`src/rtl/div_issue_pkg.sv`:
```
// Shared constants for the divider issue stage: M-extension op codes and the FSM state encoding.
// The DIV_ISSUE_FAST_EN build option is handled in div_issue.sv and div_fast_chk.sv.
package div_issue_pkg;

    localparam logic [2:0] INST_DIV  = 3'b100;
    localparam logic [2:0] INST_DIVU = 3'b101;
    localparam logic [2:0] INST_REM  = 3'b110;
    localparam logic [2:0] INST_REMU = 3'b111;

    // One-hot, so every output decode is a single flop bit.
    typedef enum logic [2:0] {
        ST_IDLE = 3'b001,
        ST_RUN  = 3'b010,
        ST_DONE = 3'b100
    } div_state_t;

    function automatic logic op_is_signed(input logic [2:0] op);
        return (op == INST_DIV) || (op == INST_REM);
    endfunction

    function automatic logic op_is_rem(input logic [2:0] op);
        return (op == INST_REM) || (op == INST_REMU);
    endfunction

endpackage

```
`src/rtl/div_fast_chk.sv`:
```
// Combinational detector for the cases RISC-V defines without dividing: divide by zero
// and signed overflow (MIN / -1). Only instantiated when DIV_ISSUE_FAST_EN is defined.
module div_fast_chk
    import div_issue_pkg::*;
#(
    parameter int DATA_W = 32
) (
    input  logic [2:0]        op,
    input  logic [DATA_W-1:0] rs1,
    input  logic [DATA_W-1:0] rs2,
    output logic              hit,
    output logic [DATA_W-1:0] result
);

    localparam logic [DATA_W-1:0] MIN_VAL = {1'b1, {(DATA_W-1){1'b0}}};

    logic div_zero;
    logic overflow;

    assign div_zero = (rs2 == '0);
    assign overflow = op_is_signed(op) && (rs1 == MIN_VAL) && (rs2 == '1);
    assign hit      = div_zero || overflow;

    always_comb begin
        result = '0;
        if (div_zero) begin
            result = op_is_rem(op) ? rs1 : '1;
        end else if (overflow) begin
            result = op_is_rem(op) ? '0 : MIN_VAL;
        end
    end

endmodule

```
`src/rtl/div_issue.sv`:
```
// Issue/retire stage in front of the iterative divider: latches a request, holds start_o
// for the whole operation, consumes the result and hands it to WB. Option: DIV_ISSUE_FAST_EN.
module div_issue
    import div_issue_pkg::*;
#(
    parameter int DATA_W = 32,
    parameter int REG_AW = 5
) (
    input  logic              clk,
    input  logic              rst,
    input  logic              req_valid_i,
    output logic              req_ready_o,
    input  logic [2:0]        req_op_i,
    input  logic [DATA_W-1:0] req_rs1_i,
    input  logic [DATA_W-1:0] req_rs2_i,
    input  logic [REG_AW-1:0] req_rd_i,
    input  logic              flush_i,
    output logic              busy_o,
    output logic              start_o,
    output logic [2:0]        op_o,
    output logic [DATA_W-1:0] dividend_o,
    output logic [DATA_W-1:0] divisor_o,
    input  logic [DATA_W-1:0] result_i,
    input  logic              res_valid_i,
    output logic              res_ready_o,
    output logic              wb_valid_o,
    input  logic              wb_ready_i,
    output logic [DATA_W-1:0] wb_data_o,
    output logic [REG_AW-1:0] wb_rd_o
);

    div_state_t        state_reg;
    logic              kill_reg;
    logic              fast_reg;
    logic [DATA_W-1:0] fast_res_reg;
    logic              req_hsk;
    logic              kill_now;

    assign req_ready_o = (state_reg == ST_IDLE) && !flush_i;
    assign req_hsk     = req_valid_i && req_ready_o;
    assign busy_o      = (state_reg != ST_IDLE);
    assign start_o     = (state_reg == ST_RUN) && !fast_reg;
    assign res_ready_o = start_o && res_valid_i;
    assign wb_valid_o  = (state_reg == ST_DONE);
    // A flush arriving in the same cycle as the result still discards it.
    assign kill_now    = kill_reg || flush_i;

`ifdef DIV_ISSUE_FAST_EN
    logic              fast_hit;
    logic [DATA_W-1:0] fast_res;

    div_fast_chk #(
        .DATA_W (DATA_W)
    ) u_fast_chk (
        .op     (req_op_i),
        .rs1    (req_rs1_i),
        .rs2    (req_rs2_i),
        .hit    (fast_hit),
        .result (fast_res)
    );

    always_ff @(posedge clk) begin
        if (rst) begin
            fast_reg     <= 1'b0;
            fast_res_reg <= '0;
        end else if (req_hsk) begin
            fast_reg     <= fast_hit;
            fast_res_reg <= fast_res;
        end
    end
`else
    assign fast_reg     = 1'b0;
    assign fast_res_reg = '0;
`endif

    always_ff @(posedge clk) begin
        if (rst) begin
            state_reg  <= ST_IDLE;
            kill_reg   <= 1'b0;
            op_o       <= '0;
            dividend_o <= '0;
            divisor_o  <= '0;
            wb_data_o  <= '0;
            wb_rd_o    <= '0;
        end else begin
            case (state_reg)
                ST_IDLE: begin
                    if (req_hsk) begin
                        op_o       <= req_op_i;
                        dividend_o <= req_rs1_i;
                        divisor_o  <= req_rs2_i;
                        wb_rd_o    <= req_rd_i;
                        kill_reg   <= 1'b0;
                        state_reg  <= ST_RUN;
                    end
                end
                ST_RUN: begin
                    if (flush_i) begin
                        kill_reg <= 1'b1;
                    end
                    // start_o stays high until the divider hands back its result, so a
                    // killed op still drains cleanly through a non-aborting divider.
                    if (fast_reg) begin
                        wb_data_o <= fast_res_reg;
                        state_reg <= kill_now ? ST_IDLE : ST_DONE;
                    end else if (res_valid_i) begin
                        wb_data_o <= result_i;
                        state_reg <= kill_now ? ST_IDLE : ST_DONE;
                    end
                end
                ST_DONE: begin
                    if (flush_i || wb_ready_i) begin
                        state_reg <= ST_IDLE;
                    end
                end
                default: state_reg <= ST_IDLE;
            endcase
        end
    end

endmodule

```
`config.mk`:
```
export PLATFORM = sky130hd
export DESIGN_NAME = div_issue
export DESIGN_NICKNAME = d
export VERILOG_FILES = /design/src/rtl/div_issue_pkg.sv /design/src/rtl/div_fast_chk.sv /design/src/rtl/div_issue.sv
export SDC_FILE = /design/constraint.sdc
export NUM_CORES = 1
export LEC_CHECK = 0
export CAP_MARGIN = 20
export CORE_ASPECT_RATIO = 0.75
export CORE_MARGIN = 2
export CORE_UTILIZATION = 36
export CTS_BUF_LIST = sky130_fd_sc_hd__clkbuf_8
export CTS_CLUSTER_SIZE = 10
export DETAILED_ROUTE_END_ITERATION = 8
export PLACE_DENSITY = 0.78
export REMOVE_ABC_BUFFERS = 1
export SLEW_MARGIN = 20
export SYNTH_ARGS = -nofsm -noshare
export SYNTH_HDL_FRONTEND = slang
export SYNTH_HIERARCHICAL = 1
export SYNTH_SLANG_ARGS = --single-unit
```
`constraint.sdc`:
```
create_clock -name clk -period 1.4 [get_ports clk]
set_clock_uncertainty 0.2 [all_clocks]
set_input_delay 0.28 -clock clk [delete_from_list [all_inputs] [get_ports clk]]
set_output_delay 0.28 -clock clk [all_outputs]
set_load 0.005 [all_outputs]
```
# Word-level counts from Yosys, hierarchy flattened

Cells that the tools add are included.

Register bits: 108
Bits in latches: 0
RAM bits: 0
Bits in read-only memories: 0
Input bits: 110
Memories: 0

Add/sub/neg operators: 0
Multiply operators: 0
Divide/modulo/power cells: 0
$lt $le $gt $ge: 0
Equality and inequality tests: 8
Shifts and indexed selects: 0
Muxes and demuxes: 8
Bitwise gates (word level): 0
Reductions and logical operators: 11

Operators by type and width:

| cell                                           | count |
|---|---|
| 2-to-1 mux 3 bit                               | 4 |
| case mux 3 bit (3 select lines)                | 1 |
| AND reduction 3 bit                            | 2 |
| != test 2 x 1 -> 1 bit (second input constant) | 2 |
| != test 2 bit (second input constant)          | 2 |
| AND reduction 2 bit                            | 2 |
| == test 3 x 1 -> 1 bit (second input constant) | 1 |
| == test 3 x 2 -> 1 bit (second input constant) | 1 |
| == test 3 bit (second input constant)          | 1 |
| logical AND 1 bit                              | 3 |
| != test 3 x 1 -> 1 bit (second input constant) | 1 |
| logical OR 1 bit                               | 2 |
| 2-to-1 mux 1 bit                               | 2 |
| case mux 1 bit (2 select lines)                | 1 |
| nonzero test 2 bit                             | 1 |
| logical NOT 1 bit                              | 1 |

# Logic depth before layout (Yosys ltp)

Gate-level depths: netlist (run 1).

Word-level depth: 5
Gate-level depth with buffers: 6

# Worst setup path after synthesis (run 1)

No wires, ideal clock.

Path kind: reg2out
From: reg state_reg[0]
To: out req_ready_o
Data arrival time: 1.103 ns
Required time: 0.920 ns
Slack: -0.183 ns
Stages on the path, launching flop included: 6
Path through: dfxtp_1 -> nor3b_2 -> inv_2 -> buf_2 -> buf_2 -> nor2_1

Longest elaborated chain between the ends: 2

Ends and longest elaborated chain:

| element                | line             | source |
|---|---|---|
| from (decl)            | div_issue.sv:32  | `div_state_t state_reg;` |
| from (signal assigned) | div_issue.sv:105 | `state_reg <= kill_now ? ST_IDLE : ST_DONE;` |
| from (signal assigned) | div_issue.sv:108 | `state_reg <= kill_now ? ST_IDLE : ST_DONE;` |
| == test 3 x 1 -> 1 bit | div_issue.sv:39  | `assign req_ready_o = (state_reg == ST_IDLE) && !flush_i;` |
| logical AND 1 bit      | div_issue.sv:39  |  |
| to (decl)              | div_issue.sv:12  | `output logic req_ready_o,` |

No other way between the ends.

# Final worst setup path (run 1)

From: reg state_reg[2]
To: out req_ready_o

Same word-level chain as after synthesis.

==> results of run 1 <==
==> worst max-delay path by stage <==
stage	slack, ns	endpoint	startpoint	cells past startpoint
floorplan	-3.08	req_ready_o	state_reg[0]	3
global placement	-0.63	res_ready_o	res_valid_i	4
detailed placement	-0.62	res_ready_o	res_valid_i	4
CTS	-0.37	req_ready_o	state_reg[2]	4
global route	-0.44	req_ready_o	state_reg[2]	4
finish	-0.35	req_ready_o	state_reg[2]	4
==> kinds of logic (layout without fill, tap and decap cells) <==
| group | after synthesis | count (layout) |
|---|---|---|
| compound gates | 183 | 183 |
| buf+inv | 53 | 297 |
| flops | 108 | 108 |
| simple gates | 152 | 152 |
==> Yosys cell counts <==
cell         n  area [sq um]
nand2_1     67         251.5
inv_2        2         7.510
nor3b_2      2         25.02
clkbuf_1    28         105.1
o21ai_1     48         240.2
buf_2       15         75.07
nand3_1     73         365.4
nand2b_1     2         12.51
a21oi_1    108         540.5
nand4bb_1    1         11.26
o21ai_0     25         125.1
a221o_1      1         10.01
o21bai_1     1         7.510
nor4b_1      1         8.760
dfxtp_1    108          2162
buf_4        8         60.06
nor2b_1      1         6.260
nor3b_1      2         15.01
nor2_1       3         11.26
==> repair_timing <==
action / 4_1_cts / 5_1_grt
hold endpoints to repair: 3 / 0
setup buffers: 23 / 2
hold buffers: 1 / 0
pin swaps: 4 / 8
resized for setup: 603 / 71
gates cloned: 6 / 9
endpoints found under the setup margin: 215 / 114
==> placed cells by master (no fill, tap or decap), types with 10 or more instances in the layout <==
cell	n
a21oi_1	101
buf_12	10
buf_2	106
buf_4	32
clkbuf_8	10
clkdlybuf4s50_1	108
dfxtp_2	104
nand2_1	65
nand3_1	73
o21ai_1	15
o21ai_2	54
==> metal layers <==
| metal | part of all wire (%) | wire length [um] | vias up | track usage [%] |
|---|---|---|---|---|
| met1 | 42 | 6449 | 2174 | 27.77 |
| met5 | 0 | 0 | - | 0 |
| met2 | 49 | 7467 | 162 | 38.44 |
| met3 | 6.0 | 917 | 32 | 5.336 |
| li1 | - | - | 2207 | - |
| met4 | 2.8 | 422 | 0 | 8.425 |
==> area by class of cell <==
cell class	count	area, sq um	area share [%]
tap	140	175.2	2.443
clock buffer	10	137.6	1.919
sequential	108	2303	32.12
inverter	2	7.507	0.1047
clock inverter	6	93.84	1.309
multi-input combinational	335	1942	27.08
timing repair buffer	279	2511	35.02
==> power breakdown <==
part | switching (mW) | leakage, nW | internal, mW
Clock | 1.11 | 0.113 | 1.07
Sequential | 0.0739 | 0.927 | 3.21
Combinational | 0.787 | 1.85 | 0.940
==> metrics by stage <==
stage	cell area [sq um]	TNS, ns	utilization, %	power (mW)
floorplan	3800	-259.32	-	3.664
global placement	6379	-47.16	58.30	4.448
detailed placement	6379	-50.67	58.30	4.480
CTS	6716	-17.70	61.38	6.927
global route	7171	-30.00	65.53	7.483
finish	7171	-22.34	65.53	7.195
==> worst max-delay path, cell delays in order, from the launching register on <==
cell and delay (ns):
dfxtp_4 0.38, nor3b_4 0.20, inv_2 0.10, nor2_1 0.11, buf_2 0.11
==> results.md, run 1 <==
| Parameter | Reported |
|:---|:---|
| Post-synthesis mux area share | 0% |
| Outcome | complete, but fails checks |
| Worst Hold Margin | 0.2410 ns |
| Clock root cell | clkbuf_8 |
| Number of buffers between clock root and the deepest sink | 2 |
| Clk sinks | 108 |
| Share of the yosys chip area belonging to registers | 53.52% |
| Mean instance size in the synthesized netlist | 8.145 sq um |
| Transition time at the pin with the least slew margin | 0.3287 ns |
| Worst IR drop on VDD | 0.5540 mV |
| Startpoint of the lowest-slack register-to-register path | state_reg[2] |
| Starting DRT DRC Count | 265 |
| HPWL Detailed | 9.156 mm |
| Capture instance of the worst register-to-register path | divisor_o[5] |
| Number of inserted filler cells in the final layout | 879 |
| Total number of H-tree levels | 3 |
| Relative max-transition margin | 78.09% |
| Worst path setup slack after routing | -0.3480 ns |
| Number of register bits inferred by synthesis | 108 |
| Skew-Pair Late Insertion Delay | 0.37 ns |
| Hold path endpoint | wb_data_o[10] |
| Pin count of the biggest net entering global routing | 47 |
| Crit Path Category | reg2out |
| Die Outline Area | 12100 sq um |
| Final Routed Wirelength | 15.26 mm |
| Area of the core | 10940 sq um |
| Worst Setup End Kind | output pin |
| PwrDens | 1003 nW/um^2 |
| Post-Synth XOR/XNOR Area | 0% |
| Via count of the routed design | 4575 |
| All-Layer GR Usage | 22.41% |
| Area share of fa/ha/maj cells after synthesis | 0% |
| Residual DRC | 0 |
| Vias per cell | 5.199 |
| Max Clock Freq | 0.5721 GHz |
| Wire length of the first global-routing pass | 21.63 mm |
| Critical-path maximum fanout | 5 |
| Tmin final | 1.748 ns |
| Arrival time of the worst setup path | 1.27 ns |
| Vertical extent of the die | 95.75 um |
| Number of global-route vias before repair | 4219 |
| Horizontal extent of the die | 126.3 um |
| Reported leakage power | 2.887 nW |
| Area added between synthesis and finish | 77.49% |
| Synth Cell Area | 4040 sq um |
| Count of maximum capacitance violations | 0 |
| First drt pass iteration count | 5 |
| Final period util | 124.9% |
| DP Cell Count | 824 |
| Antenna violations before repair | 0 |
| Placer congestion estimate | 0.7692 |
| Path class of the lowest-slack min-delay path | in2reg |
| Cell Rows | 33 |
| Starting density of the core | 36.92% |
| Compound-Gate Fraction of Synth Area | 22.86% |
| Hold path cells | 3 |
| Share of final-layout standard cells stronger than drive strength 1 | 49.59% |
| # port buffers | 218 |
| Violations in the final reports | negative setup slack |
| Mapped Cells | 496 |
| Number of unique standard cell types used by synthesis | 19 |
| Final Max Tran Viols | 0 |
| Routed length per instance | 17.34 um |
| Endpoints failing setup | 112 |
| Worst Hold Launch | result_i[10] |
| Yosys warning count | 6 |
| Setup repair after global routing missed its margin | yes |
| Simple-gate share of the synthesized area | 17.50% |
| TritonCTS clock tree | yes |
| Remaining antenna violation count after routing | 0 |
| Final cell count without fillers | 880 |
| Number of buffers created by CTS | 9 |
| Clock slew seen by the registers of the worst setup and hold paths | 0.10 ns |
| Startpoint type of the worst setup path | register |
| Worst EP required | 0.92 ns |
| Ports placed on the boundary | 219 |
| Largest family of logic cells by synthesized area | compound AO/OA/AOI/OAI gates |
| Count of final hold-check violations | 0 |
| Total number of nets in the final design | 845 |
| Worst r2r path cells | 7 |
| Registers with the most flip-flops | dividend_o (32), divisor_o (32), wb_data_o (32) |
| R2R setup slack | -0.30 ns |
| DP Worst Slack | -0.6216 ns |
| Total inserted antenna cells | 0 |
| Remaining Overflow, GRT | 0 |
(Power assumes the default switching activity.)
==> inputs of run 2 (changes only) <==
- TNS_END_PERCENT: default -> 50
==> run 2 against run 1 <==
Effect of this change:
- the run still ends with negative setup slack left
- clock power hardly changed
- sequential power hardly changed
- worst hold slack better by 0.0030 ns
- register-to-register slack hardly changed
- final area is 0.37% higher
- critical path type unchanged
- highest routed layer unchanged
==> results.md, run 2 (synthesis gave the netlist of run 1 again) <==
| Parameter | Reported | Change |
|:---|:---|:---|
| Registers with the most flip-flops | dividend_o (32), divisor_o (32), wb_data_o (32) | unchanged |
| CP max stage cell | dfxtp_4 | unchanged |
| Transition time at the pin with the least slew margin | 0.3217 ns | was 0.3287 ns |
| Series of cell instances along the critical path | nor3b_4 -> inv_2 -> nor2_1 -> buf_2 | unchanged |
| Reported leakage power | 3.248 nW | was 2.887 nW |
| Hold path endpoint | wb_data_o[16] | was wb_data_o[10] |
| Vertical extent of the die | 95.75 um | unchanged |
| Pin count of the biggest net entering global routing | 47 | unchanged |
| Final Routed Wirelength | 15.09 mm | was 15.26 mm |
| Worst Setup End Kind | output pin | unchanged |
| Remaining antenna violation count after routing | 0 | unchanged |
| Crit Path Category | reg2out | unchanged |
| Number of global-route vias before repair | 4183 | was 4219 |
| Horizontal extent of the die | 126.3 um | unchanged |
| Ports placed on the boundary | 219 | unchanged |
| Worst Hold Launch | result_i[16] | was result_i[10] |
| Max Clock Freq | 0.5710 GHz | was 0.5721 GHz |
| Antenna violations before repair | 0 | unchanged |
| Total number of H-tree levels | 3 | unchanged |
| Count of maximum capacitance violations | 0 | unchanged |
| Total number of nets in the final design | 835 | was 845 |
| Worst Hold Margin | 0.2440 ns | was 0.2410 ns |
| Startpoint type of the worst setup path | register | unchanged |
| Worst path setup slack after routing | -0.3515 ns | was -0.3480 ns |
| Vias per cell | 5.241 | was 5.199 |
| All-Layer GR Usage | 22.23% | was 22.41% |
| Placed standard-cell area | 6379 sq um | unchanged |
| Via count of the routed design | 4560 | was 4575 |
| Critical-path maximum fanout | 5 | unchanged |
| Capture instance of the worst register-to-register path | divisor_o[30] | was divisor_o[5] |
| Starting density of the core | 36.92% | unchanged |
| Final Max Tran Viols | 0 | unchanged |
| Clk sinks | 108 | unchanged |
| Setup repair after global routing missed its margin | yes | unchanged |
| Area added between synthesis and finish | 78.14% | was 77.49% |
| Number of inserted filler cells in the final layout | 881 | was 879 |
| Relative max-transition margin | 78.55% | was 78.09% |
| Clock root cell | clkbuf_8 | unchanged |
| Starting DRT DRC Count | 225 | was 265 |
| Placer congestion estimate | 0.7692 | unchanged |
| Worst r2r path cells | 7 | unchanged |
| Setup crit start | state_reg[2] | unchanged |
| HPWL Detailed | 9.156 mm | unchanged |
| Total inserted antenna cells | 0 | unchanged |
| Final instance area | 7197 sq um | was 7171 sq um |
| Final period util | 125.1% | was 124.9% |
| Worst IR drop on VDD | 0.5194 mV | was 0.5540 mV |
| Worst stage delay on the critical path | 0.39 ns | was 0.38 ns |
| Die Outline Area | 12100 sq um | unchanged |
| Remaining Overflow, GRT | 0 | unchanged |
| Cell Rows | 33 | unchanged |
| Final-layout setup total negative slack | -22.99 ns | was -22.34 ns |
| Arrival time of the worst setup path | 1.27 ns | about the same |
| Number of buffers created by CTS | 9 | unchanged |
| Final core utilization | 65.77% | was 65.53% |
| Commonest non-fill, non-tap cells in the layout | clkdlybuf4s50_1, a21oi_1, dfxtp_2 | was clkdlybuf4s50_1, buf_2, dfxtp_2 |
| Wire length of the first global-routing pass | 21.45 mm | was 21.63 mm |
| Number of buffers between clock root and the deepest sink | 2 | unchanged |
| Tmin final | 1.751 ns | was 1.748 ns |
| First drt pass iteration count | 5 | unchanged |
| R2R setup slack | -0.31 ns | was -0.30 ns |
| Tot Pwr | 7.078 mW | was 7.195 mW |
| Violations in the final reports | negative setup slack | unchanged |
| Path class of the lowest-slack min-delay path | in2reg | unchanged |
| Skew-Pair Late Insertion Delay | 0.37 ns | about the same |
| PwrDens | 983.5 nW/um^2 | was 1003 nW/um^2 |
| # port buffers | 218 | unchanged |
| Share of final-layout standard cells stronger than drive strength 1 | 42.19% | was 49.59% |
| TritonCTS clock tree | yes | unchanged |
| Hold path cells | 3 | unchanged |
| Routed length per instance | 17.34 um | about the same |
| Outcome | complete, but fails checks | unchanged |
| Endpoints failing setup | 114 | was 112 |
| Worst EP required | 0.92 ns | about the same |
| Count of final hold-check violations | 0 | unchanged |
| Startpoint of the lowest-slack register-to-register path | state_reg[2] | unchanged |
| Clock slew seen by the registers of the worst setup and hold paths | 0.11 ns | was 0.10 ns |
| Area of the core | 10940 sq um | unchanged |
| Residual DRC | 0 | unchanged |
| Most common library cell in the layout ignoring fill and taps | clkdlybuf4s50_1 | unchanged |
## run 2: changes by cell type in the layout (fill, tap and decap cells not counted), sizes merged
| cell | delta |
|---|---|
| dlymetal6s2s | +28 |
| buf | -46 |
| dlygate4sd2 | +2 |
| clkbuf | +6 |
## run 2: worst max-delay path: cells and delay by family (launching register included)
kind	cells	cell delay, ns
flip-flops	1	0.39
AND/OR/NAND/NOR	2	0.31
buffers and inverters	2	0.21
## run 2: metrics by stage
stage	worst slack, ns	cells
CTS	-0.3682	863
global placement	-0.6292	824
global route	-0.4291	870
detailed placement	-0.6216	824
floorplan	-3.080	445
finish	-0.3515	870
## run 2: layout make-up
class | instances | area [sq um] | area share [%]
timing repair buffer | 269 | 2615 | 36.34
clock buffer | 10 | 137.6 | 1.912
tap | 140 | 175.2 | 2.434
clock inverter | 6 | 93.84 | 1.304
sequential | 108 | 2293 | 31.87
inverter | 2 | 7.507 | 0.1043
multi-input combinational | 335 | 1874 | 26.04
## run 2: repair_timing
item                                   4_1_cts  5_1_grt
resized for setup                          412      142
pin swaps                                    4       36
hold buffers                                 1        0
setup endpoints to repair                  215      154
setup buffers                               16        2
cloned                                       6        6
endpoints found under the hold margin        3        0
## run 2: worst max path at each step
stage,cells after the start,endpoint
after floorplan,3,req_ready_o
after global placement,4,res_ready_o
after detailed placement,4,res_ready_o
after CTS,4,req_ready_o
after global routing,4,req_ready_o
final,4,req_ready_o
## run 2: report_power, final
group | switching, mW | internal (mW) | total, mW
sequential | 0.0725 | 3.21 | 3.28
combinational | 0.737 | 0.879 | 1.62
clock | 1.11 | 1.07 | 2.18
total | 1.92 | 5.16 | 7.08
## run 2: routing by layer
metal	vias up	part of all wire, %	global-route usage, %
li1	2190	-	-
met4	0	2.4	8.059
met5	-	0	0
met1	2178	42	27.71
met3	33	6.4	5.503
met2	159	49	37.90
